$ cat config.mk
export PLATFORM = sky130hd
export DESIGN_NAME = instr_fetch_unit
export DESIGN_NICKNAME = d
export VERILOG_FILES = /design/src/rtl/instr_fetch_unit.sv
export SDC_FILE = /design/constraint.sdc
export NUM_CORES = 1
export LEC_CHECK = 0
export ABC_AREA = 1
export BUFFER_PORTS_ARGS = -buffer_cell sky130_fd_sc_hd__buf_2
export CORE_MARGIN = 2
export CORE_UTILIZATION = 48
export DETAILED_ROUTE_END_ITERATION = 6
export PLACE_DENSITY = 0.79
export SLEW_MARGIN = 10
export SYNTH_ARGS = -nofsm -noshare
export SYNTH_HDL_FRONTEND = slang
export SYNTH_SLANG_ARGS = --single-unit
$ cat constraint.sdc
create_clock -name clk -period 1.5 [get_ports clk]
set_input_delay 0.15 -clock clk [delete_from_list [all_inputs] [get_ports clk]]
set_output_delay 0.15 -clock clk [all_outputs]
set_load 0.02 [all_outputs]
$ cat src/rtl/instr_fetch_unit.sv
// rtl/instr_fetch_unit.sv - PC owner, instruction memory fetch and downstream issue
module instr_fetch_unit #(
    parameter int ADDR_W  = 8,
    parameter int INSTR_W = 16
) (
    input  logic               clk,
    input  logic               reset_n,
    input  logic               run,
    output logic               imem_req,
    output logic [ADDR_W-1:0]  imem_addr,
    input  logic               imem_ack,
    input  logic [INSTR_W-1:0] imem_rdata,
    output logic               instr_valid,
    input  logic               instr_ready,
    output logic [INSTR_W-1:0] instr,
    output logic [3:0]         opcode,
    output logic [ADDR_W-1:0]  instr_pc,
    input  logic               redirect_valid,
    input  logic [ADDR_W-1:0]  redirect_addr
);

    localparam logic [1:0] IDLE  = 2'd0;
    localparam logic [1:0] FETCH = 2'd1;
    localparam logic [1:0] HOLD  = 2'd2;

    logic [1:0]        state;
    logic [ADDR_W-1:0] pc;
    // Blanks the request for one cycle after a redirect lands in FETCH, so the
    // memory sees a clean gap between the wrong-path and the new request.
    logic              squash;

    assign imem_req  = (state == FETCH) && !squash;
    assign imem_addr = pc;
    assign opcode    = instr[INSTR_W-1 -: 4];

    always_ff @(posedge clk or negedge reset_n) begin
        if (!reset_n) begin
            state       <= IDLE;
            pc          <= '0;
            squash      <= 1'b0;
            instr_valid <= 1'b0;
            instr       <= '0;
            instr_pc    <= '0;
        end else begin
            squash <= 1'b0;
            if (redirect_valid) begin
                pc          <= redirect_addr;
                instr_valid <= 1'b0;
                state       <= run ? FETCH : IDLE;
                if (state == FETCH) begin
                    squash <= run;
                end
            end else begin
                case (state)
                    IDLE: begin
                        if (run) begin
                            state <= FETCH;
                        end
                    end
                    FETCH: begin
                        if (imem_req && imem_ack) begin
                            instr       <= imem_rdata;
                            instr_pc    <= pc;
                            pc          <= pc + 1'b1;
                            instr_valid <= 1'b1;
                            state       <= HOLD;
                        end
                    end
                    HOLD: begin
                        if (instr_valid && instr_ready) begin
                            instr_valid <= 1'b0;
                            state       <= run ? FETCH : IDLE;
                        end
                    end
                    default: begin
                        state <= IDLE;
                    end
                endcase
            end
        end
    end

endmodule

==> flow_metrics.tcl <==
set metrics [dict create \
    status "finished clean" \
    grtUsageTotal_pct 20.59 \
    slew_viol_final 0 \
    crit_arrival_ns 1.59 \
    ys_seq_area_share_pct 52.98 \
    clk_pin_slew_ns 0.11 \
    post-dp-hpwl_mm 2.553 \
    synth_top_area_cell "dfrtp_1" \
    syn_inst 201 \
    max_freq_mhz 738.5 \
    numCtsBuffers 5 \
    cp-start-kind "register" \
    timing.final.hold_violations 0 \
    avgSynthCellArea_um2 8.460 \
    hold_path_depth 3 \
    area_delta_synth_final_pct 30.83 \
    n_antenna_cell 0 \
    tightestPinTransition_ns 0.4451 \
    core_region_area_um2 3363 \
    period_share_pct 90.27 \
    wire_per_inst_um 11.37 \
    yosys_warnings 0 \
    synth.cell_area_um2 1700 \
    peakVddDrop_uv 1047 \
    cts_tree "yes" \
    grt_pass1_wl_mm 6.472 \
    die_area_um2 4035 \
    crit_type "reg -> reg" \
    ys_ff_latch 36 \
    skew_ns 0.003377 \
    finish.utilization_pct 66.15 \
    ys.flop_type "dfrtp_1" \
    globalRouteOverflowTotal 0 \
    finalWirelength_mm 3.719 \
    htree_levels 2 \
    min_period_ns 1.354 \
    drive_gt1_share_pct 31.67 \
    synth_area_leaders "dfrtp_1 53%, nand2_1 22%, nand3_1 4.4%" \
    max_slew_margin_pct 70.33 \
    grt_pass1_vias 1467 \
    ys_types 19 \
    clock_path_buffers 2 \
    ant_nets 0 \
    syn-num-nets 232 \
    drc 0 \
    synth_edf_count 0 \
    worst_r2r_path_depth 6 \
    drt_pass1_iterations 4 \
    num_vias 1538 \
    antenna_found_initial 0 \
    row_count 21 \
    cp_max_fo 33 \
    setup_tns_ns 0 \
    synth_commonest_cells "98 x nand2_1, 36 x dfrtp_1, 15 x nand3_1" \
    crit_path_end_kind "register" \
    hold_path_class "in -> reg" \
    synthArstFlopShare_pct 100.0 \
    port_buffers 67 \
    die_h_um 63.52 \
    start_util_pct 50.56 \
    rsz0062_at_grt "false" \
    cts.sinks 36 \
    nets 311 \
    grt_max_degree 37 \
    synth_top_area_share_pct 52.98 \
    drv_cap 0 \
    die_w_um 63.52 \
    worst_ep_required_time_ns 1.74 \
    gp_congestion 0.8314 \
    clockRootBuffer "clkbuf_4" \
    power_density_nw_per_um2 1484 \
    clk_latency_ns 0.34 \
    p_leak_nw 1.280 \
    drt-initial-drc-count 71 \
    setup_viol 0 \
    vias_per_cell 4.703 \
    io_pins 68 \
    synth_most_common_cell "nand2_1" \
]
[power breakdown]
part | total [mW] | switching, mW | leakage, nW | internal [mW]
Combinational | 1.22 | 0.791 | 0.785 | 0.425
Sequential | 1.41 | 0.174 | 0.453 | 1.24
Clock | 0.674 | 0.325 | 0.0422 | 0.349
[final timing paths]
check | from | endpoint | slack, ns
setup / recovery | state[1]$_DFFE_PN0P_ | instr_pc[7]$_DFFE_PN0P_ | 0.15
hold / removal | imem_rdata[1] | instr[1]$_DFFE_PN0P_ | 0.007
setup reg to reg | state[1]$_DFFE_PN0P_ | instr_pc[7]$_DFFE_PN0P_ | 0.15
hold reg to reg | instr[11]$_DFFE_PN0P_ | instr[11]$_DFFE_PN0P_ | 0.48
max in group asynchronous | reset_n | instr[13]$_DFFE_PN0P_ | 0.82
min in group asynchronous | reset_n | imem_addr[4]$_DFFE_PN0P_ | 0.37
[kinds of logic (layout without fill, tap and decap cells)]
group	Yosys count	after routing	share of synthesized area, %
and+or+nand+nor	122	122	30.39
AOI/OAI and AO/OA	13	13	5.519
xor gates and xnor gates	3	3	1.546
DFF	36	36	52.98
adders and majority gates	1	1	0.7357
buffers and inverters	26	106	8.830
[cell type report]
type	instances	area (um^2)
clock inverter	2	35.03
fill	309	1139
tap	46	57.56
inverter	16	62.56
sequential	36	900.9
clock buffer	6	41.29
multi-input combinational	139	649.4
timing repair buffer	82	478.0
[sequential cells by signal, indices dropped and copies added, names as in the netlist]
signal,count
instr,16
squash,1
instr_pc,8
state,2
imem_addr,8
instr_valid,1
[through the flow]
step	worst slack, ns	hold slack [ns]	instance area (um^2)	total power, mW	cells
floorplan	0.2366	-0.1456	1700	2.243	201
global placement	0.2070	0.2148	2028	2.609	307
detailed placement	0.1485	0.2145	2028	2.631	307
CTS	0.1335	0.0003898	2185	3.322	323
global route	0.01840	0.003648	2225	3.549	327
finish	0.1460	0.007447	2225	3.302	327
[what timing repair did]
action                    CTS  global route
hold buffers                8             4
gates resized for setup     0             0
hold endpoints to repair   43             4
buffers inserted            0             0
[layout by cell type, fill, tap and decap left out]
master and count:
nor2_4 1, bufinv_16 1, nand3_1 15, clkbuf_1 1, nor2_8 1, nor2_1 5, nand3_4 1, buf_4 3
inv_4 1, o211ai_1 1, dfrtp_1 36, nand2_1 98, nand4_1 1, buf_2 67, o21ai_0 5, ha_1 1
o21ai_2 7, inv_2 1, inv_1 14, xor2_1 3, clkbuf_4 5, clkinv_2 1, dlygate4sd3_1 12
[per-layer routing]
metal	GRT usage [%]	up-vias	routed length (um)	part of all wire, %
met5	0	-	0	0
met4	5.978	0	53	1.4
met3	6.429	8	261	7.0
met2	33.55	52	1755	47
met1	26.33	703	1649	44
li1	-	775	-	-
[worst max-delay path, stage by stage, from the launching register on]
cell	delay, ns
dfrtp_1	0.44
nor2_4	0.16
nand3_4	0.12
nor2_8	0.18
inv_4	0.17
nand2_1	0.12
o21ai_2	0.05
No activity file was read; power rests on OpenSTA's default activity.
